### src/rtl/uart_frame_decoder.sv
// ============================================================================
// uart_frame_decoder
//
// Purpose:
//   Sits between uart_rx and the memory-load write FSM of the FPGA CPU harness.
//   Parses the host byte stream (START, four payload bytes, STOP) into a single
//   {addr[9:0], data[11:0]} write request. The request is offered with a
//   valid/ready handshake. The block also recognises the memory-dump command
//   byte. It flags and counts malformed frames, overruns and inter-byte
//   timeouts.
//
// Ports:
//   clk          in   1   system clock
//   rst          in   1   synchronous, active-high reset
//   rx_data      in   8   received byte, qualified by rx_valid
//   rx_valid     in   1   single-cycle strobe per received byte
//   wr_addr      out  10  decoded write address (stable while wr_valid)
//   wr_data      out  12  decoded write data (stable while wr_valid)
//   wr_valid     out  1   write request pending until wr_ready
//   wr_ready     in   1   consumer accepts when wr_valid & wr_ready
//   dump_req     out  1   one-cycle pulse: DUMP_BYTE seen while idle
//   busy         out  1   high in every state except idle
//   frame_err    out  1   one-cycle pulse per malformed or timed-out frame
//   ovr_err      out  1   one-cycle pulse per byte dropped while holding
//   err_count    out  8   frame_err/ovr_err cycles, saturates at 255
//   frame_count  out  8   accepted writes, wraps 255 -> 0
// ============================================================================
module uart_frame_decoder #(
    parameter logic [7:0]  START_BYTE     = 8'hF5,
    parameter logic [7:0]  STOP_BYTE      = 8'hFA,
    parameter logic [7:0]  DUMP_BYTE      = 8'hF6,
    parameter int unsigned TIMEOUT_CYCLES = 250000
) (
    input  logic        clk,
    input  logic        rst,
    input  logic [7:0]  rx_data,
    input  logic        rx_valid,
    output logic [9:0]  wr_addr,
    output logic [11:0] wr_data,
    output logic        wr_valid,
    input  logic        wr_ready,
    output logic        dump_req,
    output logic        busy,
    output logic        frame_err,
    output logic        ovr_err,
    output logic [7:0]  err_count,
    output logic [7:0]  frame_count
);

    // The timer only has to count up to TIMEOUT_CYCLES-1.
    localparam int          TW         = (TIMEOUT_CYCLES > 1) ? $clog2(TIMEOUT_CYCLES) : 1;
    localparam logic [TW-1:0] TMAX     = TW'(TIMEOUT_CYCLES - 1);
    localparam logic        TIMEOUT_EN = (TIMEOUT_CYCLES != 0);

    typedef enum logic [1:0] {
        ST_IDLE,
        ST_PAYLOAD,
        ST_WAIT_STOP,
        ST_HOLD
    } state_t;

    state_t        r_state;
    logic [1:0]    r_index;
    logic [TW-1:0] r_timer;
    logic [4:0]    r_addrHi;
    logic [4:0]    r_addrLo;
    logic [5:0]    r_dataHi;
    logic [5:0]    r_dataLo;
    logic [9:0]    r_wrAddr;
    logic [11:0]   r_wrData;
    logic          r_wrValid;
    logic          r_dumpReq;
    logic          r_busy;
    logic          r_frameErr;
    logic          r_ovrErr;
    logic [7:0]    r_errCount;
    logic [7:0]    r_frameCount;

    logic w_byteOk;
    logic w_inFrame;
    logic w_timeout;
    logic w_frameEvt;
    logic w_ovrEvt;

    // Error-event decode. These signals feed both the registered error pulses
    // and the saturating error counter, so the two can never disagree.
    // Address bytes (index 0/1) reserve three upper bits. Data bytes (index
    // 2/3) reserve two. A byte that arrives in the same cycle as timer expiry
    // takes precedence, so the timeout is masked by rx_valid.
    always_comb begin
        w_byteOk   = 1'b0;
        w_inFrame  = 1'b0;
        w_timeout  = 1'b0;
        w_frameEvt = 1'b0;
        w_ovrEvt   = 1'b0;

        if (r_index[1] == 1'b0) begin
            w_byteOk = (rx_data[7:5] == 3'b000);
        end else begin
            w_byteOk = (rx_data[7:6] == 2'b00);
        end

        w_inFrame = (r_state == ST_PAYLOAD) || (r_state == ST_WAIT_STOP);
        w_timeout = TIMEOUT_EN && w_inFrame && !rx_valid && (r_timer == TMAX);

        case (r_state)
            ST_IDLE: begin
                w_frameEvt = rx_valid && (rx_data == STOP_BYTE);
            end
            ST_PAYLOAD: begin
                w_frameEvt = w_timeout ||
                             (rx_valid && ((rx_data == START_BYTE) ||
                                           (rx_data == STOP_BYTE)  ||
                                           (rx_data == DUMP_BYTE)  ||
                                           !w_byteOk));
            end
            ST_WAIT_STOP: begin
                w_frameEvt = w_timeout || (rx_valid && (rx_data != STOP_BYTE));
            end
            ST_HOLD: begin
                w_ovrEvt = rx_valid;
            end
            default: begin
                w_frameEvt = 1'b0;
            end
        endcase
    end

    // Frame FSM plus all registered outputs. busy is registered alongside
    // every state change so that it is a pure flop output. The inter-byte
    // timer runs only inside a frame. It clears on every byte, which covers
    // every entry into the frame states. It is left untouched while idle or
    // holding.
    always_ff @(posedge clk) begin
        if (rst) begin
            r_state      <= ST_IDLE;
            r_index      <= 2'd0;
            r_timer      <= '0;
            r_addrHi     <= 5'd0;
            r_addrLo     <= 5'd0;
            r_dataHi     <= 6'd0;
            r_dataLo     <= 6'd0;
            r_wrAddr     <= 10'd0;
            r_wrData     <= 12'd0;
            r_wrValid    <= 1'b0;
            r_dumpReq    <= 1'b0;
            r_busy       <= 1'b0;
            r_frameErr   <= 1'b0;
            r_ovrErr     <= 1'b0;
            r_errCount   <= 8'd0;
            r_frameCount <= 8'd0;
        end else begin
            r_frameErr <= w_frameEvt;
            r_ovrErr   <= w_ovrEvt;
            r_dumpReq  <= 1'b0;

            if ((w_frameEvt || w_ovrEvt) && (r_errCount != 8'hFF)) begin
                r_errCount <= r_errCount + 8'd1;
            end

            if (rx_valid || w_timeout) begin
                r_timer <= '0;
            end else if (w_inFrame) begin
                r_timer <= r_timer + 1'b1;
            end

            case (r_state)
                ST_IDLE: begin
                    if (rx_valid) begin
                        if (rx_data == START_BYTE) begin
                            r_state <= ST_PAYLOAD;
                            r_index <= 2'd0;
                            r_busy  <= 1'b1;
                        end else if (rx_data == DUMP_BYTE) begin
                            r_dumpReq <= 1'b1;
                        end
                    end
                end

                ST_PAYLOAD: begin
                    if (rx_valid) begin
                        if (rx_data == START_BYTE) begin
                            r_index <= 2'd0;
                        end else if ((rx_data == STOP_BYTE) || (rx_data == DUMP_BYTE) || !w_byteOk) begin
                            r_state <= ST_IDLE;
                            r_busy  <= 1'b0;
                        end else begin
                            case (r_index)
                                2'd0:    r_addrHi <= rx_data[4:0];
                                2'd1:    r_addrLo <= rx_data[4:0];
                                2'd2:    r_dataHi <= rx_data[5:0];
                                default: r_dataLo <= rx_data[5:0];
                            endcase
                            if (r_index == 2'd3) begin
                                r_state <= ST_WAIT_STOP;
                            end
                            r_index <= r_index + 2'd1;
                        end
                    end else if (w_timeout) begin
                        r_state <= ST_IDLE;
                        r_busy  <= 1'b0;
                    end
                end

                ST_WAIT_STOP: begin
                    if (rx_valid) begin
                        if (rx_data == STOP_BYTE) begin
                            r_wrAddr  <= {r_addrHi, r_addrLo};
                            r_wrData  <= {r_dataHi, r_dataLo};
                            r_wrValid <= 1'b1;
                            r_state   <= ST_HOLD;
                        end else if (rx_data == START_BYTE) begin
                            r_state <= ST_PAYLOAD;
                            r_index <= 2'd0;
                        end else begin
                            r_state <= ST_IDLE;
                            r_busy  <= 1'b0;
                        end
                    end else if (w_timeout) begin
                        r_state <= ST_IDLE;
                        r_busy  <= 1'b0;
                    end
                end

                ST_HOLD: begin
                    if (r_wrValid && wr_ready) begin
                        r_wrValid    <= 1'b0;
                        r_frameCount <= r_frameCount + 8'd1;
                        r_state      <= ST_IDLE;
                        r_busy       <= 1'b0;
                    end
                end

                default: begin
                    r_state <= ST_IDLE;
                    r_busy  <= 1'b0;
                end
            endcase
        end
    end

    assign wr_addr     = r_wrAddr;
    assign wr_data     = r_wrData;
    assign wr_valid    = r_wrValid;
    assign dump_req    = r_dumpReq;
    assign busy        = r_busy;
    assign frame_err   = r_frameErr;
    assign ovr_err     = r_ovrErr;
    assign err_count   = r_errCount;
    assign frame_count = r_frameCount;

endmodule

### config.mk
export PLATFORM = sky130hd
export DESIGN_NAME = uart_frame_decoder
export DESIGN_NICKNAME = d
export VERILOG_FILES = /design/src/rtl/uart_frame_decoder.sv
export SDC_FILE = /design/constraint.sdc
export NUM_CORES = 1
export LEC_CHECK = 0
export ABC_AREA = 1
export CORE_MARGIN = 4
export CORE_UTILIZATION = 45
export CTS_CLUSTER_DIAMETER = 120
export CTS_CLUSTER_SIZE = 10
export DETAILED_ROUTE_END_ITERATION = 10
export HOLD_SLACK_MARGIN = 0.03
export PLACE_DENSITY = 0.68
export SLEW_MARGIN = 20
export SYNTH_ARGS = -nofsm -noshare
export SYNTH_HDL_FRONTEND = slang
export SYNTH_SLANG_ARGS = --single-unit
export TNS_END_PERCENT = 10
### constraint.sdc
create_clock -name clk -period 5.3 [get_ports clk]
set_input_delay 1.06 -clock clk [delete_from_list [all_inputs] [get_ports clk]]
set_output_delay 1.06 -clock clk [all_outputs]
set_load 0.005 [all_outputs]
==> flow_summary_export.csv, run 1 <==
group,metric,value,unit
min_path,hold_end,"wr_data[3]",
power_and_ir_drop,p_int,849,uW
power_and_ir_drop,comb_power_share,3.5,%
sta,clock_skew,9.26,ps
worst_setup_path,crit_path_max_fanout,30,
clock_network,cts_max_path_buffers,2,
finish,stdcell_area,4690,sq um
detailed_routing,met1Wirelength,3850,um
detailed_routing,routed.top_layer,"met4",
place,placement.cell_area,4500,sq um
worst_setup_path,arrival,3230,ps
synth,synthAdderAreaFrac,4.17,%
detailed_routing,routed-wl-met2,3660,um
sta,hold_viol,0,
detailed_routing,drt-total-wl,8030,um
synth,synthFlopType,"dfxtp_1",
clock_network,postCtsSetupRepairBufs,0,
detailed_routing,drtIter0Drc,155,
min_path,hold_path_depth,2,
finish,fillerInstances,794,
power_and_ir_drop,peakVddDrop,176,uV
grt,grt_max_degree,57,
finish,area_delta_synth_final,20.4,%
flow_run,cap_violations,0,
worst_setup_path,path_cells,"clkdlybuf4s50_1 -> nand2_1 -> nor2_1 -> and2_4 -> nand3_1 -> buf_4 -> nor2_1 -> nor2_1 -> nor3_1",
worst_setup_path,max_stage_delay,590,ps
grt,antenna_found_initial,0,
worst_setup_path,critPathCaptureType,"flop",
floorplan,die_x,101,um
grt,grt_pass1_wl,13600,um
place,port_buffers,54,
finish,num_antenna_cells,0,
finish,final_cells,675,
sta,fin_crit_sh,55.5,%
floorplan,start_util,46.9,%
place,place_congestion,0.878,
place,hpwl,5860,um
sta,slew-limit-headroom,52.1,%
sta,setup_viol,0,
synth,synth_seq_cells,87,
worst_setup_path,cp_common_cell,"nor2_1",
grt,grt_usage,16.4,%
worst_setup_path,critPathBufInv,2,
power_and_ir_drop,clockPowerShare,38.6,%
detailed_routing,viasPerCell,4.93,
sta,tightestPinTransition,716,ps
synth,synthSimpleGateAreaFrac,24.2,%
worst_setup_path,cp_slowest_cell,"clkdlybuf4s50_1",
synth,ys_seq_area_share,44.7,%
clock_network,cts_hold_buf,0,
worst_setup_path,criticalPathCategory,"in2reg",
clock_network,cts_tree,"done",
min_path,worstHoldPathType,"reg2reg",
synth,synth_nets,539,
detailed_routing,wl_met3,437,um
power_and_ir_drop,leakage,1.72,nW
floorplan,coreArea,8300,sq um
synth,yosysWarnings,0,
synth,synth-async-reset-ratio,0,%
grt,grt-ovfl-total,0,
worst_setup_path,reg2reg_from,"r_state[1]",
finish,drive_above_1_share,7.37,%
clock_network,ctsHtreeMaxLevel,3,
worst_setup_path,start_kind,"input port",
grt,grt_pass1_vias,2962,
power_and_ir_drop,swShare,24.9,%
sta,min_period,2940,ps
worst_setup_path,cp_top_family,"simple AND/OR/NAND/NOR gates",
run_status,status,"finished, final reports clean",
clock_network,cts_root_buf,"clkbuf_8",
floorplan,die_area,10200,sq um
worst_setup_path,r2r_cells,8,
sta,fmax,340,MHz
clock_network,clock_latency,360,ps
detailed_routing,drc,0,
synth,yosysUniqueCellTypes,34,
floorplan,rows,33,
power_and_ir_drop,p_seq_share,57.9,%
power_and_ir_drop,total_power,1.13,mW
synth,muxShareOfSynthArea,0,%
floorplan,die_h,101,um
detailed_routing,via_count,3330,
synth,synthesis.area,3900,sq um
finish,post-route-util,56.5,%
min_path,min_from,"wr_data[3]",
sta,rsz0062_at_grt,"no",
clock_network,numCtsBuffers,9,
synth,synth_top_family_by_area,"simple AND/OR/NAND/NOR gates",
sta,report.final.slew_viol_count,0,
synth,synthXorXnorAreaFrac,2.47,%
worst_setup_path,cp.required,5580,ps
power_and_ir_drop,p_sw,281,uW
synth,synth_cells,514,
clock_network,clk_pin_slew,100,ps
worst_setup_path,ff2ff_setup_slack,3040,ps
power_and_ir_drop,p_per_area,241,nW/um^2
clock_network,cts.sinks,87,
synth,synth.avg_cell_area,7.58,sq um
synth,synth_edf_count,0,
worst_setup_path,rr_endpoint,"r_timer[14]",
finish,nNetsFinal,590,
floorplan,io_pins,55,
detailed_routing,post_drt_wl_per_cell,11.9,um
synth,synth_compound_area_share,15.7,%
place,dp_cells,659,
clock_network,post_cts_resized,0,
detailed_routing,ant_nets,0,
worst_setup_path,worst-path-stages,9,
detailed_routing,firstDrtPassIters,4,
sta,fin_tns_setup,0,ps
[metrics by stage]
stage,worst slack (ps),hold slack (ps)
2_1_floorplan,3160,440
3_3_place_gp,2090,434
3_5_place_dp,2000,435
4_1_cts,2400,451
5_1_grt,2150,469
6_report,2360,447
[layout by cell type, fill, tap and decap left out, drive strengths merged, types with 4 or more instances in the layout]
cell type	count
nand4	10
clkdlybuf4s50	54
nand2	64
o21ai	54
nor3	11
nor3b	4
a21oi	61
ha	13
clkbuf	9
inv	73
nor2	77
dfxtp	87
nand3	26
xor2	10
[synthesized netlist by cell type (all sizes together) (2+ instances only)]
| master | count | area [sq um] |
|---|---|---|
| xor2 | 10 | 87.6 |
| a21oi | 61 | 305 |
| o21ai | 54 | 270 |
| nor3 | 11 | 65.1 |
| clkbuf | 7 | 26.3 |
| nand3 | 26 | 165 |
| o21a | 2 | 15.0 |
| nor3b | 4 | 30.0 |
| dfxtp | 87 | 1740 |
| nor4 | 2 | 12.5 |
| nor2 | 77 | 317 |
| nand2 | 64 | 253 |
| nand4 | 10 | 62.6 |
| o21bai | 2 | 15.0 |
| inv | 69 | 259 |
| buf | 9 | 55.0 |
| ha | 13 | 163 |
[cell families (layout without fill, tap and decap cells)]
kind of cell,count (synthesis),after routing
AO/OA/AOI/OAI,120,120
XOR/XNOR,11,11
adder cells (fa/ha/maj),13,13
buffers and inverters,85,141
flip-flops,87,87
AND/OR/NAND/NOR,198,198
[power by group through the flow]
stage / sequential (mW) / combinational (mW) / clock (mW)
floorplan: 0.669 / 0.0234 / 0
global placement: 0.669 / 0.0396 / 0
detailed placement: 0.669 / 0.0399 / 0
CTS: 0.653 / 0.0401 / 0.454
global route: 0.654 / 0.0449 / 0.481
finish: 0.653 / 0.0397 / 0.436
[how the worst max path moves through the flow]
| stage | to | slack, ps | from |
|---|---|---|---|
| final | wr_valid | 2360 | rx_data[1] |
| after global routing | wr_valid | 2150 | rx_data[5] |
| after CTS | wr_data[11] | 2400 | rx_data[4] |
| after detailed placement | wr_data[11] | 2000 | rx_data[1] |
| after global placement | wr_valid | 2090 | rx_data[5] |
| after floorplan | wr_addr[0] | 3160 | rx_data[0] |
[worst register-to-register path, stage by stage (launching register included)]
cell and delay (ps):
dfxtp_1 410, inv_1 100, ha_1 410, inv_1 150, nor2_1 70, nand3_2 120, nand3_1 500, a21oi_1 310
o21a_1 140
[flip-flops by register name, summed over array words and instances (netlist names)]
register,cells
r_addrLo,5
err_count,8
r_addrHi,5
wr_valid,1
r_index,2
frame_count,8
busy,1
wr_data,12
frame_err,1
dump_req,1
ovr_err,1
r_dataHi,6
r_dataLo,6
r_state,2
wr_addr,10
r_timer,18
[routing by layer]
layer	up-vias	global-route usage, %
li1	1774	-
met3	8	5.26
met4	0	4.60
met1	1486	21.8
met5	-	0
met2	62	25.5
[final cells by class]
class	count	area, sq um	area share, %
inverters	69	259	5.52
multi-input cells	342	1810	38.7
clock inverters	7	63.8	1.36
well taps	105	131	2.80
repair buffers	56	556	11.8
flip-flops and latches	87	1740	37.1
clock buffers	9	124	2.64
(Power assumes the default switching activity.)
==> run 2, diff against run 1 <==
--- a/config.mk
+++ b/config.mk
@@ -12,7 +12,7 @@
 export CTS_CLUSTER_SIZE = 10
 export DETAILED_ROUTE_END_ITERATION = 10
 export HOLD_SLACK_MARGIN = 0.03
-export PLACE_DENSITY = 0.68
+export PLACE_DENSITY = 0.7
 export SLEW_MARGIN = 20
 export SYNTH_ARGS = -nofsm -noshare
 export SYNTH_HDL_FRONTEND = slang
==> constraint.sdc (replaced) <==
create_clock -name clk -period 2.7 [get_ports clk]
set_input_delay 0.54 -clock clk [delete_from_list [all_inputs] [get_ports clk]]
set_output_delay 0.54 -clock clk [all_outputs]
set_load 0.005 [all_outputs]
==> run 2 against run 1 <==
Compared with the run above: first-iteration DRC count is 0.65% higher; worst setup slack worse by 1800 ps; core utilization is 0.84 points higher; clock power is 130% higher; largest cell class unchanged; count of clock-buffer cells in the layout is 1 higher; critical path type is now reg2reg.
==> flow_summary_export.csv, run 2 (synthesized netlist as in run 1, its figures left out) <==
group,metric,value,unit
floorplan,start_util,46.9,%
place,port_buffers,54,
place,hpwl,6140,um
clock_network,cts_max_path_buffers,2,
clock_network,cts_hold_buf,0,
floorplan,rows,33,
power_and_ir_drop,leakage,1.76,nW
worst_setup_path,crit_path_max_fanout,10,
power_and_ir_drop,p_int,1.84,mW
clock_network,clock_latency,350,ps
sta,report.final.slew_viol_count,0,
detailed_routing,firstDrtPassIters,4,
power_and_ir_drop,p_sw,514,uW
detailed_routing,drc,0,
worst_setup_path,cp-startpoint,"r_state[1]",
sta,setup_viol,0,
clock_network,cts_root_buf,"clkbuf_8",
clock_network,cts_tree,"done",
floorplan,coreArea,8300,sq um
clock_network,clk_pin_slew,90,ps
floorplan,io_pins,55,
detailed_routing,drt-total-wl,8350,um
grt,grt_pass1_vias,3194,
place,place_congestion,0.857,
power_and_ir_drop,peakVddDrop,297,uV
clock_network,ctsHtreeMaxLevel,3,
detailed_routing,ant_nets,0,
power_and_ir_drop,clockPowerShare,42.0,%
worst_setup_path,rr_endpoint,"r_timer[12]",
grt,grt-ovfl-total,0,
finish,final_cells,680,
worst_setup_path,cp.required,2940,ps
finish,final_cell_mix,"dfxtp_1, nor2_1, inv_1",
sta,slew-limit-headroom,68.9,%
sta,tightestPinTransition,466,ps
sta,hold_viol,0,
min_path,worstHoldPathType,"reg2reg",
finish,drive_above_1_share,8.00,%
sta,fmax,464,MHz
sta,min_period,2160,ps
power_and_ir_drop,p_per_area,495,nW/um^2
detailed_routing,viasPerCell,4.97,
place,dp_cells,664,
sta,fin_crit_sh,79.9,%
grt,antenna_found_initial,0,
finish,regMostFlops,"r_timer",
worst_setup_path,critPathCaptureType,"flop",
power_and_ir_drop,comb_power_share,3.6,%
worst_setup_path,criticalPathCategory,"reg2reg",
sta,fin_tns_setup,0,ps
detailed_routing,drtIter0Drc,156,
worst_setup_path,ff2ff_setup_slack,540,ps
finish,nNetsFinal,595,
finish,area_delta_synth_final,22.2,%
floorplan,die_area,10200,sq um
flow_run,cap_violations,0,
finish,num_antenna_cells,0,
clock_network,cts.sinks,87,
worst_setup_path,r2r_cells,8,
run_status,status,"finished, final reports clean",
detailed_routing,via_count,3379,
finish,largest_reg_flops,18,
grt,grt_pass1_wl,14300,um
clock_network,numCtsBuffers,9,
finish,mostFrequentLayoutCell,"dfxtp_1",
worst_setup_path,crit_path_end,"r_timer[12]",
worst_setup_path,arrival,2400,ps
clock_network,postCtsSetupRepairBufs,0,
grt,grt_max_degree,57,
power_and_ir_drop,swShare,21.8,%
floorplan,die_h,101,um
worst_setup_path,start_kind,"flop",
power_and_ir_drop,p_seq_share,54.4,%
clock_network,post_cts_resized,0,
sta,rsz0062_at_grt,"no",
detailed_routing,post_drt_wl_per_cell,12.3,um
worst_setup_path,reg2reg_from,"r_state[1]",
sta,clock_skew,8.81,ps
grt,grt_usage,17.2,%
floorplan,die_x,101,um
run 2: cell types whose count changed in the layout (fill, tap and decap cells not counted), sizes merged:
cell	previous run	this run
bufinv	0	2
clkinv	1	0
clkbuf	9	10
inv	73	71
buf	2	7
run 2: power groups by stage:
stage | combinational, mW | clock, mW | sequential [mW]
floorplan | 0.0460 | 0 | 1.31
global placement | 0.0831 | 0 | 1.31
detailed placement | 0.0840 | 0 | 1.31
CTS | 0.0846 | 1.02 | 1.28
global route | 0.0940 | 1.07 | 1.28
finish | 0.0839 | 0.991 | 1.28
run 2: area by class of cell:
| class | count | area [sq um] |
|---|---|---|
| clock buffer | 10 | 128 |
| clock inverter | 6 | 92.6 |
| fill | 771 | 3540 |
| inverter | 69 | 259 |
| multi-input combinational | 342 | 1810 |
| sequential | 87 | 1740 |
| tap | 105 | 131 |
| timing repair buffer | 61 | 593 |
run 2: worst max-delay path, cell delays in order, from the launching register on:
cell and delay, ps:
dfxtp_1 400, inv_1 110, ha_1 460, inv_1 120, nor2_1 170, nand3_2 120, nand3_1 350, buf_4 250
nor3b_1 60
run 2: worst min path at each step:
stage / endpoint / start / cells past startpoint / slack (ps)
3_5_place_dp: wr_addr[3] / wr_addr[3] / 2 / 440
3_3_place_gp: wr_addr[1] / wr_addr[1] / 2 / 430
2_1_floorplan: wr_addr[9] / wr_addr[9] / 2 / 440
6_report: wr_data[8] / wr_data[8] / 2 / 450
5_1_grt: wr_data[5] / wr_data[5] / 2 / 460
4_1_cts: wr_addr[3] / wr_addr[3] / 2 / 450
run 2: per-layer routing:
layer  track usage, %  vias to the layer above  part of all wire (%)
li1                 -                     1782                     -
met1             21.0                     1516                    46
met2             29.6                       69                    48
met3             4.43                       12                   5.2
met4             4.91                        0                   1.4
met5                0                        -                     0
run 2: per-stage QoR:
stage               utilization, %  power (mW)  area (sq um)  hold WS, ps  worst slack (ps)
finish                        57.3        2.36          4760          448               543
global route                  57.3        2.45          4760          465               331
CTS                           57.3        2.39          4760          452               535
detailed placement            54.7        1.40          4540          438               314
global placement              54.7        1.40          4540          433               338
floorplan                        -        1.36          3900          440               916
